`src/rtl/keypad_scanner.sv`:
```
// -----------------------------------------------------------------------------
// keypad_scanner
//
// Scans a 4x4 matrix keypad and hands debounced key codes to a consumer
// through a valid/ack handshake.
//
// One column at a time is driven low for SCAN_DIV clock cycles (a "slot").
// The row lines are synchronised and examined only on the last cycle of each
// slot. A key must be seen pressed on DEBOUNCE_SCANS consecutive slot ends
// before it is accepted. It must then be seen released on DEBOUNCE_SCANS
// consecutive slot ends before scanning resumes.
//
// Parameters:
//   SCAN_DIV        clk cycles per column slot (>= 4)
//   DEBOUNCE_SCANS  consecutive slot-end samples needed for press / release (>= 1)
//
// Ports:
//   clk        in   rising-edge clock
//   rst_n      in   asynchronous active-low reset
//   row[3:0]   in   keypad rows, active-low, asynchronous to clk
//   col[3:0]   out  column strobes, active-low, exactly one bit low
//   key[3:0]   out  key code, stable while key_valid is high
//   key_valid  out  a key code is pending for the consumer
//   key_ack    in   consumer accepts the pending key
//   key_held   out  the accepted key is still physically pressed
//   overrun    out  sticky: a key was accepted while another was still pending
//
// Build option:
//   KEYPAD_HEXMAP_EN  when defined, key codes follow the printed keypad legend
//                     (1 2 3 A / 4 5 6 B / 7 8 9 C / 0 F E D). Otherwise the
//                     code is the raw position {row, column}.
// -----------------------------------------------------------------------------
module keypad_scanner #(
    parameter int SCAN_DIV       = 65536,
    parameter int DEBOUNCE_SCANS = 16
) (
    input  logic       clk,
    input  logic       rst_n,
    input  logic [3:0] row,
    output logic [3:0] col,
    output logic [3:0] key,
    output logic       key_valid,
    input  logic       key_ack,
    output logic       key_held,
    output logic       overrun
);

    localparam int DIV_W = $clog2(SCAN_DIV);
    localparam int CNT_W = $clog2(DEBOUNCE_SCANS + 1);

    localparam logic [DIV_W-1:0] DIV_LAST = DIV_W'(SCAN_DIV - 1);
    localparam logic [CNT_W-1:0] CNT_DONE = CNT_W'(DEBOUNCE_SCANS);

    typedef enum logic [1:0] {
        SCAN     = 2'd0,
        DEBOUNCE = 2'd1,
        HELD     = 2'd2
    } state_t;

    state_t            state;
    logic [3:0]        row_m;
    logic [3:0]        row_s;
    logic [DIV_W-1:0]  div;
    logic [1:0]        ci;
    logic [1:0]        ri;
    logic [CNT_W-1:0]  deb_cnt;
    logic [CNT_W-1:0]  rel_cnt;

    logic              slot_end;
    logic              any_low;
    logic              hit;
    logic              accept;
    logic [1:0]        acc_ri;
    logic [3:0]        acc_code;
    logic [CNT_W-1:0]  next_deb;
    logic [CNT_W-1:0]  next_rel;

    // Lowest-numbered row that is pulled low. Only called when at least one
    // row is low, so the final branch covers row 3.
    function automatic logic [1:0] lowest_low(input logic [3:0] r);
        if (!r[0]) begin
            return 2'd0;
        end else if (!r[1]) begin
            return 2'd1;
        end else if (!r[2]) begin
            return 2'd2;
        end else begin
            return 2'd3;
        end
    endfunction

    // One-cold column strobe for column index c.
    function automatic logic [3:0] col_strobe(input logic [1:0] c);
        return ~(4'b0001 << c);
    endfunction

    // Key code for the switch at row r, column c.
    function automatic logic [3:0] key_code(input logic [1:0] r, input logic [1:0] c);
        logic [3:0] code;
`ifdef KEYPAD_HEXMAP_EN
        case ({r, c})
            4'h0:    code = 4'h1;
            4'h1:    code = 4'h2;
            4'h2:    code = 4'h3;
            4'h3:    code = 4'hA;
            4'h4:    code = 4'h4;
            4'h5:    code = 4'h5;
            4'h6:    code = 4'h6;
            4'h7:    code = 4'hB;
            4'h8:    code = 4'h7;
            4'h9:    code = 4'h8;
            4'hA:    code = 4'h9;
            4'hB:    code = 4'hC;
            4'hC:    code = 4'h0;
            4'hD:    code = 4'hF;
            4'hE:    code = 4'hE;
            default: code = 4'hD;
        endcase
`else
        code = {r, c};
`endif
        return code;
    endfunction

    // Two-flop synchroniser for the asynchronous row inputs. Idle rows are
    // high, so both flops come out of reset as "no key".
    always_ff @(posedge clk or negedge rst_n) begin
        if (!rst_n) begin
            row_m <= 4'b1111;
            row_s <= 4'b1111;
        end else begin
            row_m <= row;
            row_s <= row_m;
        end
    end

    // Slot-end decode and the accept condition. A key can be accepted
    // straight from SCAN only when a single sample is enough to debounce.
    always_comb begin
        slot_end = (div == DIV_LAST);
        any_low  = ~&row_s;
        hit      = ~row_s[ri];
        next_deb = deb_cnt + 1'b1;
        next_rel = rel_cnt + 1'b1;
        accept   = 1'b0;
        acc_ri   = ri;
        if (state == SCAN) begin
            acc_ri = lowest_low(row_s);
        end
        if (slot_end) begin
            case (state)
                SCAN:     accept = any_low && (DEBOUNCE_SCANS == 1);
                DEBOUNCE: accept = hit && (next_deb == CNT_DONE);
                default:  accept = 1'b0;
            endcase
        end
        acc_code = key_code(acc_ri, ci);
    end

    // Scan state machine and all registered outputs.
    always_ff @(posedge clk or negedge rst_n) begin
        if (!rst_n) begin
            state     <= SCAN;
            div       <= '0;
            ci        <= 2'd0;
            ri        <= 2'd0;
            deb_cnt   <= '0;
            rel_cnt   <= '0;
            col       <= 4'b1110;
            key       <= 4'h0;
            key_valid <= 1'b0;
            key_held  <= 1'b0;
            overrun   <= 1'b0;
        end else begin
            div <= slot_end ? '0 : div + 1'b1;

            if (slot_end) begin
                case (state)
                    SCAN: begin
                        if (any_low) begin
                            // Column stays put while this row is watched.
                            ri <= lowest_low(row_s);
                            if (DEBOUNCE_SCANS == 1) begin
                                state   <= HELD;
                                deb_cnt <= '0;
                                rel_cnt <= '0;
                            end else begin
                                state   <= DEBOUNCE;
                                deb_cnt <= CNT_W'(1);
                            end
                        end else begin
                            ci  <= ci + 2'd1;
                            col <= col_strobe(ci + 2'd1);
                        end
                    end

                    DEBOUNCE: begin
                        // Only the captured row matters; other rows may
                        // change freely without disturbing the count.
                        if (hit) begin
                            if (next_deb == CNT_DONE) begin
                                state   <= HELD;
                                deb_cnt <= '0;
                                rel_cnt <= '0;
                            end else begin
                                deb_cnt <= next_deb;
                            end
                        end else begin
                            state   <= SCAN;
                            deb_cnt <= '0;
                            ci      <= ci + 2'd1;
                            col     <= col_strobe(ci + 2'd1);
                        end
                    end

                    HELD: begin
                        // Any low sample restarts the release count.
                        if (!hit) begin
                            if (next_rel == CNT_DONE) begin
                                state    <= SCAN;
                                rel_cnt  <= '0;
                                key_held <= 1'b0;
                                ci       <= ci + 2'd1;
                                col      <= col_strobe(ci + 2'd1);
                            end else begin
                                rel_cnt <= next_rel;
                            end
                        end else begin
                            rel_cnt <= '0;
                        end
                    end

                    default: begin
                        state <= SCAN;
                    end
                endcase
            end

            // Handshake. An ack in the accept cycle frees the slot for the
            // new key; otherwise a still-pending key is kept and the loss is
            // flagged.
            if (accept) begin
                key_held <= 1'b1;
                if (key_valid && !key_ack) begin
                    overrun <= 1'b1;
                end else begin
                    key       <= acc_code;
                    key_valid <= 1'b1;
                end
            end else if (key_valid && key_ack) begin
                key_valid <= 1'b0;
            end
        end
    end

endmodule

```
`config.mk`:
```
export PLATFORM = sky130hd
export DESIGN_NAME = keypad_scanner
export DESIGN_NICKNAME = d
export VERILOG_FILES = /design/src/rtl/keypad_scanner.sv
export SDC_FILE = /design/constraint.sdc
export NUM_CORES = 1
export LEC_CHECK = 0
export ABC_AREA = 1
export CELL_PAD_IN_SITES_DETAIL_PLACEMENT = 0
export CELL_PAD_IN_SITES_GLOBAL_PLACEMENT = 1
export CORE_ASPECT_RATIO = 1.1
export CORE_MARGIN = 2
export CORE_UTILIZATION = 46
export CTS_BUF_LIST = sky130_fd_sc_hd__clkbuf_8
export DETAILED_ROUTE_END_ITERATION = 16
export GPL_ROUTABILITY_DRIVEN = 1
export PLACE_DENSITY = 0.79
export SKIP_CTS_REPAIR_TIMING = 1
export SYNTH_ARGS = -nofsm -noshare
export SYNTH_HDL_FRONTEND = slang
export SYNTH_SLANG_ARGS = --single-unit
```
`constraint.sdc`:
```
create_clock -name clk -period 1.9 [get_ports clk]
set_input_delay 0.38 -clock clk [delete_from_list [all_inputs] [get_ports clk]]
set_output_delay 0.38 -clock clk [all_outputs]
set_load 0.01 [all_outputs]
```
Word-level counts from Yosys, hierarchy flattened
Cells that the tools add are included.
Word-level totals
  output and inout port bits: 11
  logic and storage cells: 102
  input port bits: 7
  register bits: 51
Operators by class
  magnitude comparators: 1
  $add $sub $neg: 4
  bitwise logic cells: 4
  shifts and indexed selects: 1
  eq/ne operators: 14
  multiplexer cells: 42
  reduce and logical (&&, ||, !) cells: 23
Operator list (number)
  $mux 5: 7
  $mux 2: 12
  $pmux 5 s2: 2
  $add 16x1->16 const B: 1
  $eq 16x16->1 const B: 1
  $mux 16: 1
  $mux 4: 4
  $ne 2x2->1 const B: 8
  $reduce_bool 2->1: 7
  $mux 1: 12
  $pmux 2 s3: 2
  $pmux 4 s3: 1
  $reduce_and 4->1: 3
  $add 5x1->5 const B: 2
  $eq 5x5->1 const B: 2
  $reduce_and 2->1: 3
  $reduce_and 3->1: 2
  $reduce_and 6->1: 1
  $reduce_and 5->1: 1
  $not 4->4: 1
  $shl 1x2->4 const A: 1
  $logic_and 1x1->1: 3
  $lt 2x3->1 const B: 1
  $ne 3x3->1 const B: 1
  other kinds (8): 10

Longest topological paths before layout
  depth after elaboration: 8
  depth in mapped cells: 11
  mapped depth without buffers: 11

Worst setup path before layout
OpenSTA, ideal clock, no wires.
  path type: register to register
  start: register div[0]
  end: register col[0]
  path slack: 0.312 ns
  clock period less this slack: 1.588 ns
  required time: 1.783 ns
  setup time: 0.117 ns
  path buffers: 0
  data arrival time: 1.472 ns
  stages on the path, launching flop included: 11
  path through: dfrtp_1 -> ha_1 -> nand3_2 -> nor2_4 -> nand4_4 -> nor2_8 -> nand2_4 -> nor2_8 -> nand2_4 -> nand2_1 -> nand2_1
On the way
  word-level cells in the longest chain between the ends: 2
Ends and longest elaborated chain
  start: declaration: RTL line 63  | logic [DIV_W-1:0] div;
  start signal: assignment: RTL line 175  | div <= slot_end ? '0 : div + 1'b1;
  $eq 16x16->1: RTL line 140  | slot_end = (div == DIV_LAST);
  $reduce_and 6->1 (no line)
  end signal: assignment: RTL line 193  | col <= col_strobe(ci + 2'd1);
  end signal: assignment: RTL line 212  | col <= col_strobe(ci + 2'd1);
  end signal: assignment: RTL line 224  | col <= col_strobe(ci + 2'd1);
  end: declaration: RTL line 40  | output logic [3:0] col,
No other way between the ends.
A chain may end at the register's enable or synchronous reset.

Final worst setup path
  start: register div[0]
  end: register ci[1]
On the way
  word-level cells in the longest chain between the ends: 2
Ends and longest elaborated chain
  $eq 16x16->1: RTL line 140
  $reduce_and 6->1 (no line)
  end signal: assignment: RTL line 192  | ci <= ci + 2'd1;
  end signal: assignment: RTL line 211  | ci <= ci + 2'd1;
  end signal: assignment: RTL line 223  | ci <= ci + 2'd1;
  end: declaration: RTL line 64  | logic [1:0] ci;
No other way between the ends.

==> impl_results.md <==
- DR vias: between 1500 and 2000
- Worst Setup Start Kind: register
- Synth cell types: 26
- Skew-Pair Late Insertion Delay: 0.30 ns
- Wire per inst: 11.9 microns
- Hold violation count in the final report: 0
- Avg Vias per Cell: between 4 and 5
- Cell area after layout: roughly 3000 sq um
- Register area share after synthesis: approximately half
- Highest clock rate: 561 MHz
- Routability cong.: 0.790
- Clk buf depth: 2
- Fin crit period: about 1.8 ns
- Initial Utilization: 47.6%
- Largest net degree at the start of global routing: between 50 and 60
- Power Total: 1760 uW
- P&R area growth vs syn: 16.5%
- Crit Path Max Fanout: 7
- Final period utilization: 93.8%
- DRC: 0
- Leakage: 0.00144 uW
- Synth Cell Area: 2550 sq um
- Initial DRC count: 84
- Clock sinks: 51
- DP Area: approximately 2800 sq um
- #FFs+latches synth: just over 50
- CTS Buf Count: 5
- Routed Antenna Nets: 0
- Total core area: 5360 sq um
- Fill cell count: 500
- ANT cells: 0
- CTS Root Buffer Type: clkbuf_8
- Top post-synthesis cells by area: dfrtp_1 (39%), nand2_1 (11%), dfstp_2 (11%), inv_1 (5.4%), nand3_1 (4.3%)
- Worst Path Required: approximately 2.1 ns
- Post-synthesis xor/xnor area fraction: 2.40%
- Status: completed
- Commonest non-fill, non-tap cell in the layout: nand2_1
- Worst clock skew: slightly above 0.008 ns
- H-Tree Depth: 2
- Most frequent cells in the layout: nand2_1 (78), dfrtp_1 (40), inv_1 (38)
- CTS tree: built
- Synth warn: 0
- Synth Area in Simple Gates: between 30 and 40%
- Adder-Cell Fraction of Synth Area: 3.43%
- # port buffers: 17
- Routed WL: 4690 microns
- Gr ovfl total: 0
- Mux contribution to synthesized area: 0%
- Die width: 75.0 microns
- Worst min path class: primary input to async pin
- DIE AREA: a little over 6000 sq um
- Fraction of layout cells with a size suffix above 1: around 14%
- Slew headroom: 73.3%
- Cells after Synth: 289
- Setup TNS: 0 ns
- Vias in the first global route: between 1500 and 2000
- Layout Nets: 333
- First-pass GRT wire length: roughly 8000 microns
- Setup Viol. Count Final: 0
- Area leader, netlist: dfrtp_1
- Slew @ Worst Pin: 0.399 ns
- Initial antenna violation count: 0
- WS Path Type: register to register
- Syn nets: 303
- Drt pass-1 iters: 5
- Die height: just over 80 microns
- Worst hold slack: around 0.048 ns
- Post-detail-place hpwl: about 3500 microns
- Yosys top cell area share: 39.2%
- Final Slew Violations: 0
- Final core occ: 55.5%
- Max-Cap Viols: 0
- Overall Global Routing Usage: 17.2%
- Std cell rows: 28
- Complex-gate fraction of the synthesized area: 7.01%
- Crit end category: register
- Mapped Avg Cell Area: 8.84 sq um
- Arrival time at the worst endpoint: 1.98 ns
- VDD IR-drop max: 0.388 mV
- CTS clk-pin slew, worst paths: 0.09 ns
- Ports: 18
- Largest family of logic cells by synthesized area: simple AND/OR/NAND/NOR gates
- PwrDens: 592 nW/um^2
- RSZ-0062 raised after global routing: no
-- stage by stage --
step,instances,setup slack [ns]
5_1_grt,395,0.00430
4_1_cts,392,0.110
2_1_floorplan,289,0.312
3_5_place_dp,384,0.139
6_report,395,0.117
3_3_place_gp,384,0.148
-- layer usage --
metal	up-vias	global-route usage, %	wire length (microns)
met5	-	0	0
met3	4	3.64	159
met1	895	21.7	2180
met4	0	4.82	51
met2	26	29.6	2300
li1	979	-	-
-- synthesized netlist by cell type --
library cell	number
o21ai_0	12
nand2_4	3
dfstp_2	11
nand4_4	3
a21oi_1	8
nor2_1	29
nand3_4	1
o21ai_1	4
inv_2	1
nand4_1	7
nor2_8	2
nor2_2	1
o21ai_2	1
o21bai_1	2
ha_1	7
nand2_1	78
nand2_2	2
nand3_2	2
xor2_1	7
inv_1	37
o31ai_2	1
nand3_1	22
nor3_1	2
o21a_1	3
dfrtp_1	40
nor2_4	3
-- flip-flops by register name, summed over array words and instances (netlist names) --
name and cells:
key_held 1, div 16, overrun 1, state 2, ri 2, rel_cnt 5, key 4, ci 2
key_valid 1, row_m 4, col 4, row_s 4, deb_cnt 5
-- power breakdown --
| group | internal [uW] | leakage [uW] | switching, uW | total [uW] |
|---|---|---|---|---|
| sequential | 1100 | 0.000657 | 5.60 | 1110 |
| clock | 253 | 0.0000453 | 345 | 598 |
| combinational | 21.3 | 0.000741 | 33.9 | 55.2 |
| total | 1380 | 0.00144 | 384 | 1760 |
-- cells by family (layout without fill, tap and decap cells) --
logic type               after synthesis  after routing
flip-flops                            51             51
AO/OA/AOI/OAI                         31             31
XOR/XNOR                               7              7
AND/OR/NAND/NOR                      155            155
buffers and inverters                 38             69
adder cells (fa/ha/maj)                7              7
-- critical path, cell delays in order (launching register included) --
cell and delay [ns]:
dfrtp_1 0.41, ha_4 0.16, nand3_4 0.08, nor2_4 0.19, nand4_4 0.16, nor2_8 0.23
nand2_4 0.09, nor2_8 0.16, nand2_4 0.09, nand2_1 0.06, nand2_1 0.05
-- final timing paths --
check | startpoint | endpoint | slack [ns] | cells past startpoint
max in group asynchronous | rst_n | col[3]$_DFFE_PN1P_ | 1.56 | 2
max reg2reg | div[0]$_DFF_PN0_ | ci[1]$_DFFE_PN0P_ | 0.12 | 10
min reg2reg | row_m[3]$_DFF_PN1_ | row_s[3]$_DFF_PN1_ | 0.36 | 0
max | div[0]$_DFF_PN0_ | ci[1]$_DFFE_PN0P_ | 0.12 | 10
min | rst_n | div[9]$_DFF_PN0_ | 0.05 | 2
min in group clk | row_m[3]$_DFF_PN1_ | row_s[3]$_DFF_PN1_ | 0.36 | 0
-- area by class of cell --
type	instances	area, sq um	share of cell area (%)
Timing Repair Buffer	23	223	7.49
Tap cell	75	93.8	3.15
Sequential cell	51	1290	43.4
Inverter	38	143	4.79
Clock buffer	5	68.8	2.31
Clock inverter	3	16.3	0.547
Multi-Input combinational cell	200	1140	38.4
(Power assumes the default switching activity.)
